File: src/rtl/div_sequencer_pkg.sv
// Shared types and default sizing for the divider step sequencer.
// The entry struct describes one step-table record at default widths.
package div_seq_pkg;
  localparam int DEPTH_DEF = 8;
  localparam int W_DEF     = 16;
  localparam int DUR_W_DEF = 8;

  typedef enum logic [1:0] {IDLE, LOAD, RUN} div_seq_state_t;

  typedef struct packed {
    logic [W_DEF-1:0]     div;
    logic [DUR_W_DEF-1:0] dur;
  } div_seq_entry_t;
endpackage

File: src/rtl/div_sequencer_if.sv
// Step-table write port plus the pl/en/din/clk_out connection to the divider.
// master = sequencer side, slave = front end / divider side.
interface div_sequencer_if import div_seq_pkg::*; #(
  parameter int DEPTH = DEPTH_DEF,
  parameter int W     = W_DEF,
  parameter int DUR_W = DUR_W_DEF
) ();
  localparam int AW = $clog2(DEPTH);

  logic             wr_en;
  logic [AW-1:0]    wr_addr;
  logic [W-1:0]     wr_div;
  logic [DUR_W-1:0] wr_dur;
  logic             div_tick;
  logic             div_pl;
  logic             div_en;
  logic [W-1:0]     div_din;

  modport master (
    input  wr_en, wr_addr, wr_div, wr_dur, div_tick,
    output div_pl, div_en, div_din
  );

  modport slave (
    output wr_en, wr_addr, wr_div, wr_dur, div_tick,
    input  div_pl, div_en, div_din
  );
endinterface

File: src/rtl/div_sequencer_table.sv
// Step table: DEPTH entries of {divisor, duration}, synchronous write,
// asynchronous read, cleared by reset.
module div_seq_table import div_seq_pkg::*; #(
  parameter int DEPTH = DEPTH_DEF,
  parameter int W     = W_DEF,
  parameter int DUR_W = DUR_W_DEF,
  localparam int AW   = $clog2(DEPTH)
) (
  input  logic             clk,
  input  logic             rst_n,
  input  logic             wr_en,
  input  logic [AW-1:0]    wr_addr,
  input  logic [W-1:0]     wr_div,
  input  logic [DUR_W-1:0] wr_dur,
  input  logic [AW-1:0]    rd_addr,
  output logic [W-1:0]     rd_div,
  output logic [DUR_W-1:0] rd_dur
);
  logic [W+DUR_W-1:0] mem [DEPTH];

  always_ff @(posedge clk or negedge rst_n) begin
    if (!rst_n) begin
      for (int i = 0; i < DEPTH; i++) mem[i] <= '0;
    end else if (wr_en) begin
      mem[wr_addr] <= {wr_div, wr_dur};
    end
  end

  assign {rd_div, rd_dur} = mem[rd_addr];
endmodule

File: src/rtl/div_sequencer.sv
// Walks the step table, loading each divisor into the divider and running it
// for the step's number of clk_out periods; plays once or loops, stop aborts.
module div_sequencer import div_seq_pkg::*; #(
  parameter int DEPTH = DEPTH_DEF,
  parameter int W     = W_DEF,
  parameter int DUR_W = DUR_W_DEF,
  localparam int AW   = $clog2(DEPTH)
) (
  input  logic          clk,
  input  logic          rst_n,
  div_sequencer_if.master bus,
  input  logic [AW:0]   num_steps,
  input  logic          loop,
  input  logic          start,
  input  logic          stop,
  output logic          busy,
  output logic [AW-1:0] step_idx,
  output logic          done
);
  div_seq_state_t   state, state_nxt;
  logic [AW-1:0]    idx, idx_nxt, last_l, last_nxt;
  logic [DUR_W-1:0] cnt, cnt_nxt, dur_l;
  logic             tick_q, loop_l, rise, run_done;
  logic [W-1:0]     rd_div;
  logic [DUR_W-1:0] rd_dur;
  logic [AW:0]      ns_clamp;

  // Read at the index being entered so LOAD sees the entry's current value.
  div_seq_table #(.DEPTH(DEPTH), .W(W), .DUR_W(DUR_W)) u_table (
    .clk     (clk),
    .rst_n   (rst_n),
    .wr_en   (bus.wr_en),
    .wr_addr (bus.wr_addr),
    .wr_div  (bus.wr_div),
    .wr_dur  (bus.wr_dur),
    .rd_addr (idx_nxt),
    .rd_div  (rd_div),
    .rd_dur  (rd_dur)
  );

  always_comb begin
    ns_clamp = num_steps;
    if (num_steps == '0)
      ns_clamp = (AW+1)'(1);
    else if (num_steps > (AW+1)'(DEPTH))
      ns_clamp = (AW+1)'(DEPTH);
    last_nxt = AW'(ns_clamp - 1'b1);
  end

  always_comb begin
    state_nxt = state;
    idx_nxt   = idx;
    cnt_nxt   = cnt;
    run_done  = 1'b0;
    rise      = bus.div_tick & ~tick_q;
    case (state)
      IDLE: if (start) begin
        state_nxt = LOAD;
        idx_nxt   = '0;
      end
      LOAD: begin
        state_nxt = RUN;
        cnt_nxt   = '0;
      end
      RUN: begin
        if (rise) cnt_nxt = cnt + 1'b1;
        if (cnt_nxt == dur_l) begin
          state_nxt = LOAD;
          if (idx != last_l) begin
            idx_nxt = idx + 1'b1;
          end else if (loop_l) begin
            idx_nxt = '0;
          end else begin
            state_nxt = IDLE;
            run_done  = 1'b1;
          end
        end
      end
      default: state_nxt = IDLE;
    endcase
    if (stop) begin
      state_nxt = IDLE;
      idx_nxt   = '0;
      run_done  = 1'b0;
    end
  end

  always_ff @(posedge clk or negedge rst_n) begin
    if (!rst_n) begin
      state       <= IDLE;
      idx         <= '0;
      cnt         <= '0;
      tick_q      <= 1'b0;
      dur_l       <= '0;
      loop_l      <= 1'b0;
      last_l      <= '0;
      bus.div_pl  <= 1'b0;
      bus.div_en  <= 1'b0;
      bus.div_din <= '0;
      busy        <= 1'b0;
      done        <= 1'b0;
    end else begin
      state  <= state_nxt;
      idx    <= idx_nxt;
      cnt    <= cnt_nxt;
      tick_q <= (state == RUN) & bus.div_tick;
      if (state == IDLE && start) begin
        loop_l <= loop;
        last_l <= last_nxt;
      end
      // Zero divisor/duration are promoted to 1 when the step is latched.
      if (state_nxt == LOAD) begin
        bus.div_din <= (rd_div == '0) ? W'(1) : rd_div;
        dur_l       <= (rd_dur == '0) ? DUR_W'(1) : rd_dur;
      end
      bus.div_pl <= (state_nxt == LOAD);
      bus.div_en <= (state_nxt == RUN);
      busy       <= (state_nxt != IDLE);
      done       <= run_done;
    end
  end

  assign step_idx = idx;
endmodule

File: src/flat_wrapper.sv
// flat-port wrapper written by rule: the top's interface ports become plain ports
module div_sequencer_flat import div_seq_pkg::*;
#(
  parameter int DEPTH = DEPTH_DEF,
  parameter int W     = W_DEF,
  parameter int DUR_W = DUR_W_DEF,
  localparam int AW   = $clog2(DEPTH)
)
  (clk, rst_n, num_steps, loop, start, stop, busy, step_idx, done, bus_wr_en, bus_wr_addr, bus_wr_div, bus_wr_dur, bus_div_tick, bus_div_pl, bus_div_en, bus_div_din);
  div_sequencer_if #(.DEPTH(DEPTH), .W(W), .DUR_W(DUR_W)) bus_i ();
  input  logic clk;
  input  logic rst_n;
  input  logic [AW:0] num_steps;
  input  logic loop;
  input  logic start;
  input  logic stop;
  output logic busy;
  output logic [AW-1:0] step_idx;
  output logic done;
  input wire logic [$bits(bus_i.wr_en)-1:0] bus_wr_en;
  input wire logic [$bits(bus_i.wr_addr)-1:0] bus_wr_addr;
  input wire logic [$bits(bus_i.wr_div)-1:0] bus_wr_div;
  input wire logic [$bits(bus_i.wr_dur)-1:0] bus_wr_dur;
  input wire logic [$bits(bus_i.div_tick)-1:0] bus_div_tick;
  output wire logic [$bits(bus_i.div_pl)-1:0] bus_div_pl;
  output wire logic [$bits(bus_i.div_en)-1:0] bus_div_en;
  output wire logic [$bits(bus_i.div_din)-1:0] bus_div_din;
  assign bus_i.wr_en = bus_wr_en;
  assign bus_i.wr_addr = bus_wr_addr;
  assign bus_i.wr_div = bus_wr_div;
  assign bus_i.wr_dur = bus_wr_dur;
  assign bus_i.div_tick = bus_div_tick;
  assign bus_div_pl = bus_i.div_pl;
  assign bus_div_en = bus_i.div_en;
  assign bus_div_din = bus_i.div_din;
  div_sequencer #(.DEPTH(DEPTH), .W(W), .DUR_W(DUR_W)) u_core (.clk(clk), .rst_n(rst_n), .bus(bus_i), .num_steps(num_steps), .loop(loop), .start(start), .stop(stop), .busy(busy), .step_idx(step_idx), .done(done));
endmodule
File: config.mk
export PLATFORM = sky130hd
export DESIGN_NAME = div_sequencer_flat
export DESIGN_NICKNAME = d
export VERILOG_FILES = /design/src/rtl/div_sequencer_pkg.sv /design/src/rtl/div_sequencer_if.sv /design/src/rtl/div_sequencer_table.sv /design/src/rtl/div_sequencer.sv /design/src/flat_wrapper.sv
export SDC_FILE = /design/constraint.sdc
export NUM_CORES = 1
export LEC_CHECK = 0
export CAP_MARGIN = 15
export CORE_MARGIN = 3
export CORE_UTILIZATION = 40
export CTS_BUF_LIST = sky130_fd_sc_hd__clkbuf_8 sky130_fd_sc_hd__clkbuf_16
export DETAILED_ROUTE_END_ITERATION = 8
export GPL_TIMING_DRIVEN = 0
export PLACE_DENSITY = 0.62
export SLEW_MARGIN = 20
export SYNTH_ARGS = -nofsm -noshare
export SYNTH_HDL_FRONTEND = slang
export SYNTH_HIERARCHICAL = 1
export SYNTH_SLANG_ARGS = --single-unit
File: constraint.sdc
create_clock -name clk -period 4.59 [get_ports clk]
set_input_delay 0.918 -clock clk [delete_from_list [all_inputs] [get_ports clk]]
set_output_delay 0.918 -clock clk [all_outputs]
set_load 0.005 [all_outputs]
==> flow_summary.json <==
{
  "status": "completed",
  "clockPowerShare": 0.340,
  "grt_pass1_wl_um": 39600,
  "io_buffer_count": 56,
  "power_uw": 6300,
  "diodes": 0,
  "arrival_ns": 4.83,
  "nets": 868,
  "worstPathMaxFanout": 10,
  "firstDrtPassIters": 4,
  "areaGrowthSynthToFinish_pct": 19.3,
  "cellInternalPower_uw": 4740,
  "multiInputGateArea_um2": 4960,
  "endpoint_kind": "register",
  "startpoint_type": "input port",
  "combPwrFrac": 0.205,
  "cts.sinks": 238,
  "wire_per_inst_um": 20.0,
  "dp_hpwl_um": 16000,
  "relSlewSlack": 0.563,
  "cts_buffer_depth": 3,
  "slew_violations": 0,
  "ios": 61,
  "min_period_ns": 4.37,
  "fin_skew_ns": 0.00680,
  "design_area_um2": 13400,
  "async_reset_ff_frac": 1.00,
  "netlist.area_leader.share": 0.531,
  "leakagePower_uw": 0.00561,
  "rsz0062_at_grt": "false",
  "yosys-top-cells-count": "dfrtp_1 (238), mux2_2 (131), mux2_1 (84)",
  "drive_gt1_frac": 0.379,
  "die_area_um2": 30100,
  "avgViaCountPerCell": 5.24,
  "final_core_util": 0.491,
  "finalSetupViolCount": 0,
  "ys_types": 57,
  "grt_pass1_vias": 6834,
  "crit_required_ns": 5.05,
  "final-seq-area_um2": 5960,
  "clock_latency_ns": 0.52,
  "dp_slack_ns": -1.22,
  "drc": 0,
  "yosysMostFrequentCell": "dfrtp_1",
  "synthCells": 728,
  "setup_ws_ns": 0.219,
  "syn-num-nets": 773,
  "ys_seq_elements": 238,
  "drv_cap": 0,
  "die_h_um": 174,
  "cts_root_buf": "clkbuf_16",
  "hold_path.class": "in -> async",
  "synth_flop_cell": "dfrtp_1",
  "yosys_warnings": 6,
  "vias": 6359,
  "synth_area_per_cell_um2": 15.4,
  "cts_made_buffers": 27,
  "fillers": 2332,
  "die_w_um": 174,
  "power.density_nw_per_um2": 470,
  "grt_antenna_before_repair": 0,
  "p_switching_uw": 1560,
  "antenna_left": 0,
  "rows": 60,
  "path_class": "in -> reg",
  "cts_tree": "built",
  "timing.hold.ws_ns": 0.246,
  "path_clk_slew_ns": 0.06,
  "min_period_over_period": 0.952,
  "finalHoldViolations": 0,
  "drt_iter0_markers": 385,
  "core_um2": 27300,
  "grt_util_all_layers": 0.165,
  "cts.htree.levels": 1,
  "tightest_slew_ns": 0.652,
  "synth-edff-count": 0,
  "synth.yosys.seq_area_share": 0.531,
  "switching_share": 0.248,
  "grt_max_degree": 83,
  "fmax_mhz": 229,
  "dpl-instance-area_um2": 12300,
  "start_util": 0.412,
  "gp_congestion": 0.769,
  "wirelength_um": 24300,
  "syn_area_um2": 11200,
  "netlist_top_cells_area": "dfrtp_1 (53%), mux2_2 (13%), mux4_2 (9.6%)",
  "synth_top_area_cell": "dfrtp_1",
  "peakVddDrop_uv": 196,
  "grt.overflow.total": 0,
  "seqPwrFrac": 0.456
}
final cells by class:
type                    count  area share
plain buffers              45      0.0256
flip-flops and latches    238       0.445
clock inverters            12     0.00813
well taps                 372      0.0348
repair buffers             66      0.0529
clock buffers              36      0.0597
multi-input cells         431       0.370
inverters                  14     0.00392
power by group through the flow:
| stage | Clock (µW) | Combinational, µW | Sequential, µW |
|---|---|---|---|
| after floorplan | 0 | 870 | 2810 |
| after global placement | 0 | 1230 | 2900 |
| after detailed placement | 0 | 1270 | 2910 |
| after CTS | 2200 | 1300 | 2870 |
| after global routing | 2290 | 1410 | 2940 |
| final | 2140 | 1290 | 2870 |
layout by cell type, fill, tap and decap left out, types with 4 or more instances in the layout:
master	n
mux2_1	84
o21ai_0	10
ha_1	7
o31ai_1	4
mux2_2	131
clkbuf_2	4
clkdlybuf4s50_1	54
buf_2	18
xnor2_1	6
clkbuf_16	27
dfrtp_1	238
xor2_1	7
buf_12	5
nand2b_1	4
nor3_1	8
mux2_4	26
mux4_2	48
buf_6	5
nor2_1	9
and3_1	4
buf_4	18
inv_1	19
nand4_1	4
nand2_1	19
clkbuf_8	9
per-stage QoR:
step	std cells	setup TNS [ns]
6_report	1214	0
5_1_grt	1214	0
4_1_cts	1211	0
3_5_place_dp	1159	-14.91
3_3_place_gp	1156	-1897.65
2_1_floorplan	728	0
worst paths after layout:
check,cells after the start,slack (ns),from,end
worst max-delay path,16,0.22,bus_div_tick,u_core/bus.div_din[0]
worst min-delay path,1,0.25,rst_n,u_core/u_table/mem[102]
worst max register to register,16,0.25,u_core/cnt[3],u_core/bus.div_din[0]
worst min register to register,1,0.48,u_core/u_table/mem[177],u_core/u_table/mem[177]
max in group asynchronous,3,3.36,rst_n,u_core/u_table/mem[62]
min in group clk,1,0.48,u_core/u_table/mem[177],u_core/u_table/mem[177]
worst max-delay path, stage by stage:
cell,delay (ns)
clkbuf_2,0.15
nand4b_1,0.16
or4_1,0.42
a211o_1,0.34
a211oi_4,0.30
a31oi_1,0.15
o31ai_2,0.38
buf_4,0.17
buf_4,0.09
o22ai_1,0.09
buf_2,0.22
clkbuf_2,0.32
mux2_4,0.41
nor4_4,0.35
a41o_1,0.22
mux2_4,0.14
timing repair:
item                                    CTS  global route
pin swaps                                 3             3
setup buffers                             4             3
endpoints found under the setup margin   22             2
hold buffers                              0             0
gates resized for setup                  19             4
layer usage:
metal	GRT usage	vias up	routed length (µm)
met5	0	-	0
met4	0.0331	0	310
met3	0.0234	29	874
met2	0.262	92	11200
met1	0.243	3338	11900
li1	-	2900	-
cells by family (layout without fill, tap and decap cells):
kind of cell / count (synthesis) / after routing / synth area share
AOI/OAI and AO/OA: 38 / 38 / 0.0242
xor gates and xnor gates: 13 / 13 / 0.0101
adders and majority gates: 7 / 7 / 0.00780
buffers and inverters: 59 / 173 / 0.0333
DFF: 238 / 238 / 0.531
muxes: 291 / 291 / 0.349
and+or+nand+nor: 82 / 82 / 0.0454
registers in the layout, indices dropped and copies added (netlist names):
register,count
u_core/u_table/mem,192
u_core/bus.div_din,16
u_core/cnt,8
u_core/dur_l,8
u_core/last_l,3
u_core/step_idx,3
u_core/state,2
u_core/bus.div_en,1
u_core/bus.div_pl,1
u_core/busy,1
u_core/done,1
u_core/loop_l,1
u_core/tick_q,1
(Power assumes the default switching activity.)
